**config.mk**
```make
export PLATFORM = sky130hd
export DESIGN_NAME = arm_trace_capture
export DESIGN_NICKNAME = d
export VERILOG_FILES = /design/src/rtl/arm_trace_pkg.sv /design/src/rtl/trace_fifo.sv /design/src/rtl/arm_trace_capture.sv
export SDC_FILE = /design/constraint.sdc
export NUM_CORES = 1
export LEC_CHECK = 0
export BUFFER_PORTS_ARGS = -buffer_cell sky130_fd_sc_hd__buf_2
export CORE_AREA = 8 8 315 317
export DETAILED_ROUTE_END_ITERATION = 8
export DIE_AREA = 0 0 323 325
export PLACE_DENSITY = 0.81
export SLEW_MARGIN = 20
export SYNTH_ARGS = -nofsm -noshare
export SYNTH_HDL_FRONTEND = slang
export SYNTH_SLANG_ARGS = --single-unit
```
**constraint.sdc**
```tcl
create_clock -name CLK -period 21.7 [get_ports CLK]
set_clock_uncertainty 0.15 [all_clocks]
set_input_delay 3.255 -clock CLK [delete_from_list [all_inputs] [get_ports CLK]]
set_output_delay 3.255 -clock CLK [all_outputs]
set_load 0.03 [all_outputs]
```
**src/rtl/arm_trace_pkg.sv**
```systemverilog
// -----------------------------------------------------------------------------
// arm_trace_pkg
// Shared types and constants for the ARM execution-trace capture block.
//   HALT_INSTR_DEFAULT : instruction word that ends capture unless overridden
//   trace_state_t      : capture controller states
//   trace_entry_t      : one captured sample, 98 bits
//                        {instr[31:0], pc[31:0], alu[31:0], aluctl[1:0]}
// -----------------------------------------------------------------------------
package arm_trace_pkg;

    localparam logic [31:0] HALT_INSTR_DEFAULT = 32'hE000_0000;

    typedef enum logic [1:0] {
        CAPTURE = 2'd0,
        DRAIN   = 2'd1,
        DONE    = 2'd2
    } trace_state_t;

    typedef struct packed {
        logic [31:0] instr;
        logic [31:0] pc;
        logic [31:0] alu;
        logic [1:0]  aluctl;
    } trace_entry_t;

endpackage

```
**src/rtl/trace_fifo.sv**
```systemverilog
// -----------------------------------------------------------------------------
// trace_fifo
// Synchronous show-ahead FIFO of trace_entry_t, DEPTH entries (power of two).
// The head entry is driven combinationally from storage and the read pointer,
// so dout is valid in the same cycle that empty is low.
// A push while full is accepted when a pop happens on the same edge, since
// the pop frees the slot the push needs.
// Ports:
//   clk, rst   : clock, synchronous active-high reset (pointers/count only)
//   push, din  : write request and data
//   pop        : read request (ignored when empty)
//   dout       : head entry, don't-care while empty
//   empty      : no entries held
//   count      : occupancy, 0..DEPTH
//   push_ok    : the write request is accepted on this edge
//   pop_ok     : a pop happens on this edge
// -----------------------------------------------------------------------------
module trace_fifo
    import arm_trace_pkg::*;
#(
    parameter  int DEPTH = 16,
    localparam int AW    = $clog2(DEPTH)
) (
    input  logic         clk,
    input  logic         rst,
    input  logic         push,
    input  trace_entry_t din,
    input  logic         pop,
    output trace_entry_t dout,
    output logic         empty,
    output logic [AW:0]  count,
    output logic         push_ok,
    output logic         pop_ok
);

    localparam logic [AW:0] FULL_CNT = (AW+1)'(DEPTH);

    trace_entry_t    mem [DEPTH];
    logic [AW-1:0]   wr_ptr;
    logic [AW-1:0]   rd_ptr;
    logic            full;

    assign empty   = (count == '0);
    assign full    = (count == FULL_CNT);
    assign pop_ok  = pop && !empty;
    assign push_ok = push && (!full || pop_ok);
    assign dout    = mem[rd_ptr];

    // Pointers wrap naturally at DEPTH because DEPTH is a power of two.
    always_ff @(posedge clk) begin
        if (rst) begin
            wr_ptr <= '0;
            rd_ptr <= '0;
            count  <= '0;
        end else begin
            if (push_ok) begin
                wr_ptr <= wr_ptr + AW'(1);
            end
            if (pop_ok) begin
                rd_ptr <= rd_ptr + AW'(1);
            end
            case ({push_ok, pop_ok})
                2'b10:   count <= count + (AW+1)'(1);
                2'b01:   count <= count - (AW+1)'(1);
                default: count <= count;
            endcase
        end
    end

    // Storage carries data only; stale contents are unreachable after reset
    // because the pointers and count are cleared.
    always_ff @(posedge clk) begin
        if (push_ok) begin
            mem[wr_ptr] <= din;
        end
    end

endmodule

```
**src/rtl/arm_trace_capture.sv**
```systemverilog
// -----------------------------------------------------------------------------
// arm_trace_capture
// Samples the single-cycle ARM core's debug outputs into a circular trace
// buffer every enabled cycle, stops capturing on the halt instruction, and
// lets a consumer drain the ordered trace through a valid/ready port.
// Ports:
//   CLK, RST              : clock, synchronous active-high reset
//   Instr, PC_out,
//   ALUResult, ALUControl : core outputs for the current cycle
//   cap_en                : core outputs are valid this cycle
//   rd_valid, rd_ready    : read handshake for the head entry
//   rd_instr, rd_pc,
//   rd_alu, rd_aluctl     : head entry fields (show-ahead)
//   halted                : halt instruction has been seen
//   done                  : halted and buffer fully drained
//   overflow              : sticky, at least one sample dropped
//   drop_count            : dropped samples, saturating
//   cycle_count           : enabled capture cycles incl. halt, saturating
// -----------------------------------------------------------------------------
module arm_trace_capture
    import arm_trace_pkg::*;
#(
    parameter int          DEPTH      = 16,
    parameter int          CNT_W      = 16,
    parameter logic [31:0] HALT_INSTR = HALT_INSTR_DEFAULT
) (
    input  logic             CLK,
    input  logic             RST,
    input  logic [31:0]      Instr,
    input  logic [31:0]      PC_out,
    input  logic [31:0]      ALUResult,
    input  logic [1:0]       ALUControl,
    input  logic             cap_en,
    output logic             rd_valid,
    input  logic             rd_ready,
    output logic [31:0]      rd_instr,
    output logic [31:0]      rd_pc,
    output logic [31:0]      rd_alu,
    output logic [1:0]       rd_aluctl,
    output logic             halted,
    output logic             done,
    output logic             overflow,
    output logic [CNT_W-1:0] drop_count,
    output logic [CNT_W-1:0] cycle_count
);

    localparam int AW = $clog2(DEPTH);

    function automatic logic [CNT_W-1:0] sat_inc(input logic [CNT_W-1:0] v);
        return (&v) ? v : v + CNT_W'(1);
    endfunction

    trace_state_t  state_q;
    trace_state_t  state_d;

    trace_entry_t  wr_entry;
    trace_entry_t  head;
    logic          fifo_empty;
    logic [AW:0]   occupancy;
    logic          push_ok;
    logic          pop_ok;

    logic          capturing;
    logic          is_halt;
    logic          wr_req;
    logic          pop_req;
    logic          drop;
    logic          drain_empty_next;

    assign capturing = (state_q == CAPTURE);
    assign is_halt   = (Instr == HALT_INSTR);
    // The halt word itself is never stored.
    assign wr_req    = capturing && cap_en && !is_halt;
    assign pop_req   = rd_valid && rd_ready;
    // A write that the FIFO refused is a drop of the newest sample.
    assign drop      = wr_req && !push_ok;

    assign wr_entry.instr  = Instr;
    assign wr_entry.pc     = PC_out;
    assign wr_entry.alu    = ALUResult;
    assign wr_entry.aluctl = ALUControl;

    trace_fifo #(
        .DEPTH (DEPTH)
    ) u_fifo (
        .clk     (CLK),
        .rst     (RST),
        .push    (wr_req),
        .din     (wr_entry),
        .pop     (pop_req),
        .dout    (head),
        .empty   (fifo_empty),
        .count   (occupancy),
        .push_ok (push_ok),
        .pop_ok  (pop_ok)
    );

    assign rd_valid  = !fifo_empty;
    assign rd_instr  = head.instr;
    assign rd_pc     = head.pc;
    assign rd_alu    = head.alu;
    assign rd_aluctl = head.aluctl;

    // No pushes happen outside CAPTURE, so post-edge occupancy in DRAIN is
    // zero when already empty or when the last entry pops on this edge.
    assign drain_empty_next = (occupancy == '0) ||
                              ((occupancy == (AW+1)'(1)) && pop_ok);

    always_ff @(posedge CLK) begin
        if (RST) begin
            state_q <= CAPTURE;
        end else begin
            state_q <= state_d;
        end
    end

    always_comb begin
        state_d = state_q;
        halted  = 1'b1;
        done    = 1'b0;
        case (state_q)
            CAPTURE: begin
                halted = 1'b0;
                if (cap_en && is_halt) begin
                    state_d = DRAIN;
                end
            end
            DRAIN: begin
                if (drain_empty_next) begin
                    state_d = DONE;
                end
            end
            DONE: begin
                done = 1'b1;
            end
            default: begin
                state_d = CAPTURE;
            end
        endcase
    end

    always_ff @(posedge CLK) begin
        if (RST) begin
            overflow    <= 1'b0;
            drop_count  <= '0;
            cycle_count <= '0;
        end else begin
            if (drop) begin
                overflow   <= 1'b1;
                drop_count <= sat_inc(drop_count);
            end
            if (capturing && cap_en) begin
                cycle_count <= sat_inc(cycle_count);
            end
        end
    end

endmodule

```
## Word level (Yosys, flattened, before mapping)

Memory sizes are Yosys's and may differ from the RTL's. A register that Yosys moved wholly into a read port is not among the register bits.
Index checks and enable logic that the tools add are counted.

| storage, ports and cells | value |
|---|---|
| register bits after elaboration | 48 |
| bits in latches | 0 |
| RAM bits | 1568 |
| bits in read-only memories | 0 |
| bits of input ports | 102 |
| output and inout bits | 134 |
| logic and storage cells | 58 |
| memories kept | 1 |

Memory list:

| name | words | width | read ports | clocked after Yosys merged registers in | wr ports | line | text |
|---|---|---|---|---|---|---|---|
| u_fifo.mem | 16 | 98 | 1 | 1 | 1 | trace_fifo.sv:38 | `trace_entry_t mem [DEPTH];` |

| operators by class | value |
|---|---|
| $add $sub $neg | 6 |
| multiply operators | 0 |
| divide/modulo/power cells | 0 |
| $lt $le $gt $ge | 0 |
| eq/ne operators | 9 |
| shifts and indexed selects | 0 |
| mux-type cells | 10 |
| bitwise operators | 3 |
| reductions and logical operators | 22 |

Operator list:

| cell | number |
|---|---|
| adder 16 x 1 -> 16 bit (second input constant) | 2 |
| equality test 32 bit (second input constant) | 1 |
| AND reduction 16 bit | 2 |
| one-hot mux 5 bit (2 select lines) | 1 |
| adder 4 x 1 -> 4 bit (second input constant) | 2 |
| logical AND 1 bit | 8 |
| 2-to-1 mux 4 bit | 2 |
| one-hot mux 2 bit (3 select lines) | 1 |
| adder 5 x 1 -> 5 bit (second input constant) | 1 |
| equality test 5 x 1 -> 1 bit (second input constant) | 1 |
| equality test 5 bit (second input constant) | 1 |
| zero test 5 bit | 1 |
| subtractor 5 x 1 -> 5 bit (second input constant) | 1 |
| equality test 2 x 1 -> 1 bit (second input constant) | 2 |
| equality test 2 bit (second input constant) | 2 |
| zero test 1 bit | 4 |
| 2-to-1 mux 1 bit | 4 |
| 2-to-1 mux 2 bit | 2 |
| AND reduction 2 bit | 2 |
| inverter 1 bit | 3 |
| AND reduction 3 bit | 1 |
| zero test 2 bit | 1 |
| logical OR 1 bit | 2 |
| inequality test 2 x 1 -> 1 bit (second input constant) | 1 |
| other kinds (2) | 2 |

## Logic depth before layout (Yosys ltp)

| depth | value |
|---|---|
| depth after elaboration | 9 |
| gate-level depth with buffers | 12 |
| depth with buffers taken out | 11 |

## Hierarchy

From an unflattened synthesis, not the netlist that was laid out.

| unflattened totals | value |
|---|---|
| cells, all modules | 2739 |
| area total of the unflattened synthesis | 61313.8 µm² |

Modules (own cells, without submodules):

| module | instances | cells each | area each (µm²) | seq. area each (µm²) |
|---|---|---|---|---|
| trace_fifo | 1 | 2514 | 59419.5 | 47425.5 |
| arm_trace_capture | 1 | 225 | 1894.3 | 700.7 |

## Least setup slack after synthesis

OpenSTA, ideal clock, no wires.

| timing path | value |
|---|---|
| path kind | input port to flip-flop |
| start | input port Instr[29] |
| end | memory u_fifo.mem[2][0] in the netlist's numbering (enable) |
| setup time | 829 ps |
| arrival | 14300 ps |
| data required time | 20721 ps |
| slack | 6421 ps |
| cell stages on the path | 7 |
| buffers on the path | 1 |
| cell sequence | nor4bb_1 -> nand4_1 -> o21ai_2 -> nor2_1 -> inv_1 -> buf_2 -> nor4b_1 |

| on the way | value |
|---|---|
| longest elaborated chain between the ends | 6 |

Ends and longest elaborated chain:

| item | line | text |
|---|---|---|
| from (decl) | arm_trace_capture.sv:29 | `input logic [31:0] Instr,` |
| equality test 32 bit | arm_trace_capture.sv:71 | `assign is_halt = (Instr == HALT_INSTR);` |
| zero test 1 bit | arm_trace_capture.sv:73 | `assign wr_req = capturing && cap_en && !is_halt;` |
| logical AND 1 bit | arm_trace_capture.sv:73 |  |
| logical AND 1 bit | trace_fifo.sv:46 | `assign push_ok = push && (!full \|\| pop_ok);` |
| 2-to-1 mux 1 bit | trace_fifo.sv:73 | `if (push_ok) begin` |
| 2-to-1 mux 1 bit (not written as such) | trace_fifo.sv:74 | `mem[wr_ptr] <= din;` |
| to (decl) | trace_fifo.sv:38 |  |

Every way passes these cells.

==> results.cfg <==
[placed_design]
dpl_cell_area_um2 = 64200
gp_congestion = 0.777
hpwl_um = 70500
io_buffers = 235
placed_cells = 3926

[routing]
wirelength_um = 145000
drtIter0Drc = 3429
ant_nets = 0
routedWlPerCell_um = 34.3
drc = 0
vias_per_cell = 6.89
firstDrtPassIters = 5
vias = 29100

[sta]
whs_ns = 0.369
rsz0062_at_grt = no
finalMaxSlewViolations = 0
post-route-period-util_pct = 41.6
max_freq_ghz = 0.111
relSlewSlack_pct = 25.6
final-hold-violation-count = 0
fin_setup_tns_ns = 0
finalSetupViolations = 0
tightest_slew_ns = 1.12
fin_crit_ns = 9.02

[synth]
yosys-top-cells-count = edfxtp_1, mux4_2, clkbuf_1
synth-main-ff-cell = edfxtp_1
ys_warn_count = 0
ys_top_cells_by_area = edfxtp_1, mux4_2, dfxtp_1, clkbuf_1, buf_2
synth_area_leader_cell = edfxtp_1
synth.distinct_cells = 51
synth_top_area_share_pct = 76.7
avgSynthCellArea_um2 = 24.6
syn_area_um2 = 61400
synth.net_count = 2611
yosys_register_bits = 1620
ys_seq_area_share_pct = 78.4
syn_inst = 2497
synth-async-reset-ratio_pct = 0
synth_most_common_cell = edfxtp_1
synth_edf_count = 1568

[cts]
clkLatencyLatePin_ns = 0.73
cts.sinks = 1620
root_buffer = clkbuf_16
post_cts_buffers = 0
cts_tree = built
ctsHoldBuffers = 0
cts_max_level = 4
cts_made_buffers = 155
clkSlewWorstSetupHoldPaths_ns = 0.06
cts_buffer_depth = 3
cts_resized = 0

[global_routing]
grt_use_met3_pct = 6.07
grt_usage_pct = 27.8
top_usage_layer = met2
use_met2_pct = 48.0
grt_overflow = 0
grt_pass1_vias = 30800
grt_pass1_wl_um = 210000
grt_max_degree = 126
grt_antenna_before_repair = 26
use_met1_pct = 35.0

[cells_and_area]
drive_gt1_share_pct = 35.0
stdcell_area_um2 = 69300
nNetsFinal = 2933
fillers = 5000
regArea_um2 = 48100
fin_cells = 4226
area_growth_pct = 12.9
multi_input_area_um2 = 12800

[floorplanning]
num_rows = 113
die_w_um = 323
die-height_um = 325
ioPinCount = 236
dieArea_um2 = 105000
coreArea_um2 = 94200
start_util_pct = 65.2

[critical_path]
cp_max_fo = 50
timing.rr.start = u_fifo.count[0]
worstPathArrival_ns = 5.61
start_kind = flop
end_kind = primary output
required_ns = 18.30
critPathKind = flop to primary output

[power_and_ir_drop]
p_per_area_nw_per_um2 = 111
cellLeakagePower_uw = 0.0214
switchingPower_uw = 1920
p_int_uw = 5750
p_seq_share_pct = 46.1
combPwrFrac_pct = 18.6
switching_share_pct = 25.0
clockPowerShare_pct = 35.3
irDropWorstVdd_mv = 0.111

[hold_path]
hp-class = flop to flop
min_from = cycle_count[11]

[run]
cap_violations = 0

[outcome]
outcome = complete, no violations
cells in the final DEF (no fill, tap or decap), types with 5 or more instances in the layout:
cell / n
clkbuf_8: 5
clkinv_2: 22
nand2_1: 19
mux4_2: 490
buf_2: 235
a21oi_1: 20
inv_1: 8
diode_2: 16
clkbuf_1: 36
nor2b_1: 8
xnor2_1: 12
clkinv_1: 28
xor2_1: 6
ha_1: 12
dfxtp_1: 48
or3_1: 12
nand4_1: 12
nand3_1: 14
clkinvlp_4: 5
bufinv_16: 17
nor3_1: 5
nor4_1: 9
or4_1: 7
o21ai_0: 12
and4b_4: 5
a211oi_1: 6
clkbuf_16: 162
edfxtp_1: 1568
buf_4: 51
nor2_1: 37
stage by stage:
stage | worst slack [ns] | total power, uW | util (%)
after floorplan | 6.42 | 4680 | -
after global placement | 13.40 | 4980 | 68.1
after detailed placement | 13.25 | 5030 | 68.1
after CTS | 12.42 | 7730 | 73.6
after global routing | 12.14 | 7900 | 73.6
final | 12.68 | 7670 | 73.6
path summary, 6_finish.rpt:
check | slack, ns | endpoint | cells after the start
setup / recovery | 12.68 | rd_instr[1] | 6
hold / removal | 0.37 | cycle_count[11] | 2
setup reg to reg | 17.32 | u_fifo.mem[8][33] | 7
hold reg to reg | 0.37 | cycle_count[11] | 2
kinds of logic after synthesis:
logic type	after synthesis	share of synthesized area, %
muxes	497	18.1
and+or+nand+nor	158	1.47
DFF	1620	78.4
xor gates and xnor gates	18	0.257
buffers and inverters	133	0.915
adders and majority gates	12	0.245
AOI/OAI and AO/OA	59	0.642
metal layers:
| layer | vias up | share of wire [%] | routed length, um |
|---|---|---|---|
| met5 | - | 0.034 | 49 |
| met4 | 8 | 3.2 | 4620 |
| met3 | 313 | 8.8 | 12700 |
| met2 | 1737 | 53 | 76800 |
| met1 | 15600 | 35 | 50800 |
| li1 | 11500 | - | - |
registers in the layout, summed over array words and instances, names as in the netlist, named ones only:
register,count
cycle_count,16
drop_count,16
overflow,1
state_q,2
u_fifo.count,5
u_fifo.mem,1568
u_fifo.rd_ptr,4
u_fifo.wr_ptr,4
power by group through the flow:
stage               sequential [uW]  clock, uW  combinational, uW
finish                         3540       2710               1420
global route                   3540       2850               1510
CTS                            3540       2740               1450
detailed placement             3600          0               1430
global placement               3600          0               1380
floorplan                      3570          0               1110
layout make-up:
type                    count  share of cell area, %
flip-flops and latches   1620                   69.4
multi-input cells         744                   18.5
clock buffers             203                   6.14
repair buffers            290                   2.36
well taps                1265                   2.28
clock inverters            80                   1.23
diodes                     16                 0.0577
inverters                   8                 0.0433
critical path, stage by stage (launching register included):
cell,delay [ns]
dfxtp_4,0.90
buf_4,0.84
buf_4,0.90
buf_4,0.77
mux4_2,0.62
mux4_2,0.52
buf_2,0.20
Note: power is estimated with default switching activity, not from simulation.
